### config.mk
export PLATFORM = sky130hd
export DESIGN_NAME = load_store_unit
export DESIGN_NICKNAME = d
export VERILOG_FILES = /design/src/rtl/load_store_unit.sv
export SDC_FILE = /design/constraint.sdc
export NUM_CORES = 1
export LEC_CHECK = 0
export ABC_AREA = 1
export CAP_MARGIN = 10
export CORE_UTILIZATION = 48
export CTS_CLUSTER_SIZE = 12
export DETAILED_ROUTE_END_ITERATION = 12
export PLACE_DENSITY = 0.81
export SLEW_MARGIN = 40
export SYNTH_ARGS = -nofsm -noshare
export SYNTH_HDL_FRONTEND = slang
export SYNTH_SLANG_ARGS = --single-unit
### constraint.sdc
create_clock -name CLK -period 5 [get_ports CLK]
set_input_delay 1 -clock CLK [delete_from_list [all_inputs] [get_ports CLK]]
set_output_delay 1 -clock CLK [all_outputs]
set_load 0.1 [all_outputs]
### src/rtl/load_store_unit.sv
// load_store_unit: word-wide data-memory initiator for the MEM stage.
// Accepts one load/store at a time. Sub-word stores use read-modify-write.
// Load data is lane-selected and then sign- or zero-extended.
module load_store_unit (
  input  logic        CLK,
  input  logic        RST,
  input  logic        req_valid,
  output logic        req_ready,
  input  logic        req_we,
  input  logic [2:0]  req_funct3,
  input  logic [31:0] req_addr,
  input  logic [31:0] req_wdata,
  output logic        rsp_valid,
  output logic [31:0] rsp_rdata,
  output logic        rsp_fault,
  output logic [31:0] mem_A,
  output logic [31:0] mem_WD,
  output logic        mem_WE,
  input  logic [31:0] mem_RD
);

  typedef enum logic [2:0] {
    IDLE     = 3'd0,
    LOAD     = 3'd1,
    RMW_READ = 3'd2,
    STORE    = 3'd3,
    RESP     = 3'd4
  } state_t;

  state_t      state_reg, state_next;

  // The load/store direction is carried by the state path, so it is not kept separately.
  logic [2:0]  funct3_reg;
  logic [31:0] addr_reg;
  logic [31:0] wdata_reg;
  logic [31:0] merge_reg;
  logic [31:0] rdata_reg;
  logic        fault_reg;

  logic        req_fault;
  logic [7:0]  ld_byte;
  logic [15:0] ld_half;
  logic [31:0] load_data;
  logic [31:0] merged;

  // Decode illegal funct3, unsigned stores and misaligned halfword/word accesses.
  always_comb begin
    req_fault = 1'b0;
    case (req_funct3)
      3'b000:  req_fault = 1'b0;
      3'b001:  req_fault = req_addr[0];
      3'b010:  req_fault = (req_addr[1:0] != 2'b00);
      3'b100:  req_fault = req_we;
      3'b101:  req_fault = req_we | req_addr[0];
      default: req_fault = 1'b1;
    endcase
  end

  // State register. The reset is asynchronous so that mem_WE drops immediately.
  always_ff @(posedge CLK or posedge RST) begin
    if (RST) state_reg <= IDLE;
    else     state_reg <= state_next;
  end

  // Next-state logic. In IDLE the priority order is fault, then load, then word store, then sub-word store.
  always_comb begin
    state_next = state_reg;
    case (state_reg)
      IDLE: begin
        if (req_valid) begin
          if (req_fault)                 state_next = RESP;
          else if (!req_we)              state_next = LOAD;
          else if (req_funct3 == 3'b010) state_next = STORE;
          else                           state_next = RMW_READ;
        end
      end
      LOAD:     state_next = RESP;
      RMW_READ: state_next = STORE;
      STORE:    state_next = RESP;
      RESP:     state_next = IDLE;
      default:  state_next = IDLE;
    endcase
  end

  // Select the load lane using little-endian order, then extend it according to funct3.
  always_comb begin
    ld_byte   = mem_RD[{addr_reg[1:0], 3'b000} +: 8];
    ld_half   = addr_reg[1] ? mem_RD[31:16] : mem_RD[15:0];
    load_data = mem_RD;
    case (funct3_reg)
      3'b000:  load_data = {{24{ld_byte[7]}}, ld_byte};
      3'b001:  load_data = {{16{ld_half[15]}}, ld_half};
      3'b100:  load_data = {24'h0, ld_byte};
      3'b101:  load_data = {16'h0, ld_half};
      default: load_data = mem_RD;
    endcase
  end

  // Build the merged word one byte lane at a time.
  // SB replaces the single addressed byte. SH replaces the addressed half.
  genvar gi;
  generate
    for (gi = 0; gi < 4; gi++) begin : g_lane
      logic       lane_hit;
      logic [7:0] lane_src;
      assign lane_hit = funct3_reg[0] ? (addr_reg[1] == 1'(gi / 2))
                                      : (addr_reg[1:0] == 2'(gi));
      assign lane_src = funct3_reg[0] ? wdata_reg[8*(gi%2) +: 8] : wdata_reg[7:0];
      assign merged[8*gi +: 8] = lane_hit ? lane_src : mem_RD[8*gi +: 8];
    end
  endgenerate

  // Latch the request at accept and capture read data.
  // rsp_rdata only changes on the way into RESP.
  always_ff @(posedge CLK or posedge RST) begin
    if (RST) begin
      funct3_reg <= 3'b000;
      addr_reg   <= 32'h0;
      wdata_reg  <= 32'h0;
      merge_reg  <= 32'h0;
      rdata_reg  <= 32'h0;
      fault_reg  <= 1'b0;
    end else begin
      case (state_reg)
        IDLE: begin
          if (req_valid) begin
            funct3_reg <= req_funct3;
            addr_reg   <= req_addr;
            wdata_reg  <= req_wdata;
            fault_reg  <= req_fault;
            if (req_fault) rdata_reg <= 32'h0;
          end
        end
        LOAD:     rdata_reg <= load_data;
        RMW_READ: merge_reg <= merged;
        STORE:    rdata_reg <= 32'h0;
        default:  ;
      endcase
    end
  end

  assign req_ready = (state_reg == IDLE);
  assign rsp_valid = (state_reg == RESP);
  assign rsp_fault = fault_reg & rsp_valid;
  assign rsp_rdata = rdata_reg;
  assign mem_A     = {addr_reg[31:2], 2'b00};
  assign mem_WE    = (state_reg == STORE);
  assign mem_WD    = (funct3_reg == 3'b010) ? wdata_reg : merge_reg;

endmodule

==> impl_results.md <==
- Die height: 122 um
- Most frequent cells in the layout: nand2_1 (323), dfrtp_1 (135), clkdlybuf4s50_1 (101), a21oi_1 (69), buf_2 (66)
- Die Wd: 122 um
- Capture point of the worst reg-to-reg path: addr_reg[1]
- Multi-input logic area: 2880 um2
- Final Cycle Share: 83.0%
- Crit start category: register
- Pin count of the biggest net entering global routing: 102
- Core area: 14000 um2
- Final Skew: 0.00758 ns
- Maximum clock rate: 241 MHz
- Initial antenna violation count: 0
- Max-slew headroom: 47.2%
- Syn. warnings: 0
- Worst Path Required: 4.00 ns
- Worst setup EP type: primary output
- Clk sinks: 135
- Drt drc: 0
- CTS Buffer Depth: 2
- Detail Placement HPWL: 14.1 mm
- Fin crit period: 4.15 ns
- Syn_area_per_cell: 7.78 um2
- Status: completed
- Unrepaired setup endpoints after global routing: false
- Gr ovfl total: 0
- Inserted Clock Buffers: 17
- First-pass GRT wire length: 30.9 mm
- Vias: 6389
- Synth Instances: 894
- Port bufs: 200
- # nets final: 1139
- Detail Route Antenna Nets: 0
- Final Hold Vio Count: 0
- Wire per inst: 15.9 um
- Worst r2r src: state_reg[0]
- Commonest non-fill, non-tap cell in the layout: nand2_1
- Cts hold-fix bufs: 0
- Post-CTS sizing: 0
- Netlist cell types: 30
- Hold path start: wdata_reg[26]
- Routability cong.: 0.907
- Routed vias/inst: 5.20
- # IOs: 203
- Seq/Total Area, Yosys: 48.5%
- 1st-pass router iterations: 5
- Post-Syn Area: 6960 um2
- Final setup viols: 0
- H-tree depth: 4
- Routed WL: 19.5 mm
- Core Rows: 43
- Clock Latency Late Sink: 0.42 ns
- Vias in the first global route: 5974
- Final Max Tran Viols: 0
- Crit Path Max Fanout: 33
- Postcts setup bufs: 0
- Worst Hold Class: reg -> reg
- Setup_tns: 0 ns
- Fillers: 1271
- Worst Tran Pin Value: 0.793 ns
- Clock-pin slew on the worst setup and hold paths: 0.05 ns
- FF+latch count, synth: 135
- Worst Hold Path Cells: 2
- Seq. cell area: 3380 um2
- ANT cells: 0
- Synthesis-to-finish area growth: 28.6%
- FF-to-FF setup slack: 2.49 ns
- CTS root buf: clkbuf_16
- FF-to-FF path depth: 8
- Die area: 15000 um2
- EDFF count, synth: 0
- Total global-route track usage: 27.3%
- Worst path arrival time: 3.15 ns
- Initial Util: 49.7%
- Layout cell share with drive strength beyond 1: 17.2%
- Synth async-reset ratio: 100%
- CTS tree: done
- Worst hold path endpoint: wdata_reg[26]
- Iteration-0 DRC Markers: 640
- Ys flop type: dfrtp_1
- Critical path type: reg -> out
- # Max-Cap Violations: 0
worst max-delay path by stage:
| stage | startpoint | endpoint | slack [ns] | depth (start not counted) |
|---|---|---|---|---|
| 6_report | funct3_reg[1] | mem_WD[26] | 0.85 | 6 |
| 5_1_grt | funct3_reg[1] | mem_WD[26] | 0.65 | 6 |
| 4_1_cts | funct3_reg[1] | mem_WD[26] | 0.58 | 6 |
| 3_5_place_dp | funct3_reg[1] | mem_WD[26] | 1.04 | 6 |
| 3_3_place_gp | funct3_reg[1] | mem_WD[16] | 1.14 | 6 |
| 2_1_floorplan | RST | addr_reg[0] | 0.39 | 1 |
stage by stage:
stage          hold WS, ns  instances  setup WS (ns)  area [um2]  util (%)
2_1_floorplan        0.435        895          0.389        6960         -
3_3_place_gp         0.454       1197           1.14        8650      61.9
3_5_place_dp         0.451       1197           1.04        8330      59.6
4_1_cts              0.465       1229          0.582        8940      63.9
5_1_grt              0.489       1229          0.649        8950      64.0
6_report             0.463       1229          0.850        8950      64.0
cell usage after synthesis (4+ instances only):
cell,instances,area (um2)
nand2_2,15,93.8
inv_2,7,26.3
clkbuf_1,16,60.1
nand3_1,58,290
buf_4,40,300
a21oi_1,69,345
mux2_1,7,78.8
o22ai_1,4,25.0
inv_1,47,176
o21ai_0,60,300
o21ai_1,5,25.0
buf_2,24,120
dfrtp_1,135,3380
nand2_4,4,45.0
o211ai_1,8,60.1
nand2_1,325,1220
nor2_1,43,161
mux2_2,8,90.1
critical path, stage by stage, from the launching register on:
cell and delay, ns:
dfrtp_1 0.86, inv_2 0.38, nor2_1 0.21, nand2_2 0.33, buf_4 0.35, mux2_1 0.34, buf_4 0.24
cells by family after synthesis:
| family | synth area share (%) |
|---|---|
| flops | 48.5 |
| compound gates | 11.6 |
| simple gates | 27.1 |
| mux | 2.43 |
| buf+inv | 10.3 |
| other cells | 0.0539 |
metal layers:
metal | part of all wire [%] | vias to the layer above | global-route usage (%)
met1 | 42 | 2942 | 37.4
li1 | - | 3111 | -
met3 | 8.6 | 47 | 7.16
met4 | 3.0 | 0 | 10.9
met5 | 0 | - | 0
met2 | 46 | 289 | 40.9
cell type report:
type                            instances  area share [%]
Sequential cell                       135            37.8
Clock inverter                          8            1.33
Multi-Input combinational cell        621            32.2
Tap cell                              180            2.52
Inverter                               55            2.45
Clock buffer                           24            5.50
Timing Repair Buffer                  206            18.3
Power is not shown: default switching activity piles up to over one toggle a cycle in this logic, so the estimate is an artifact.
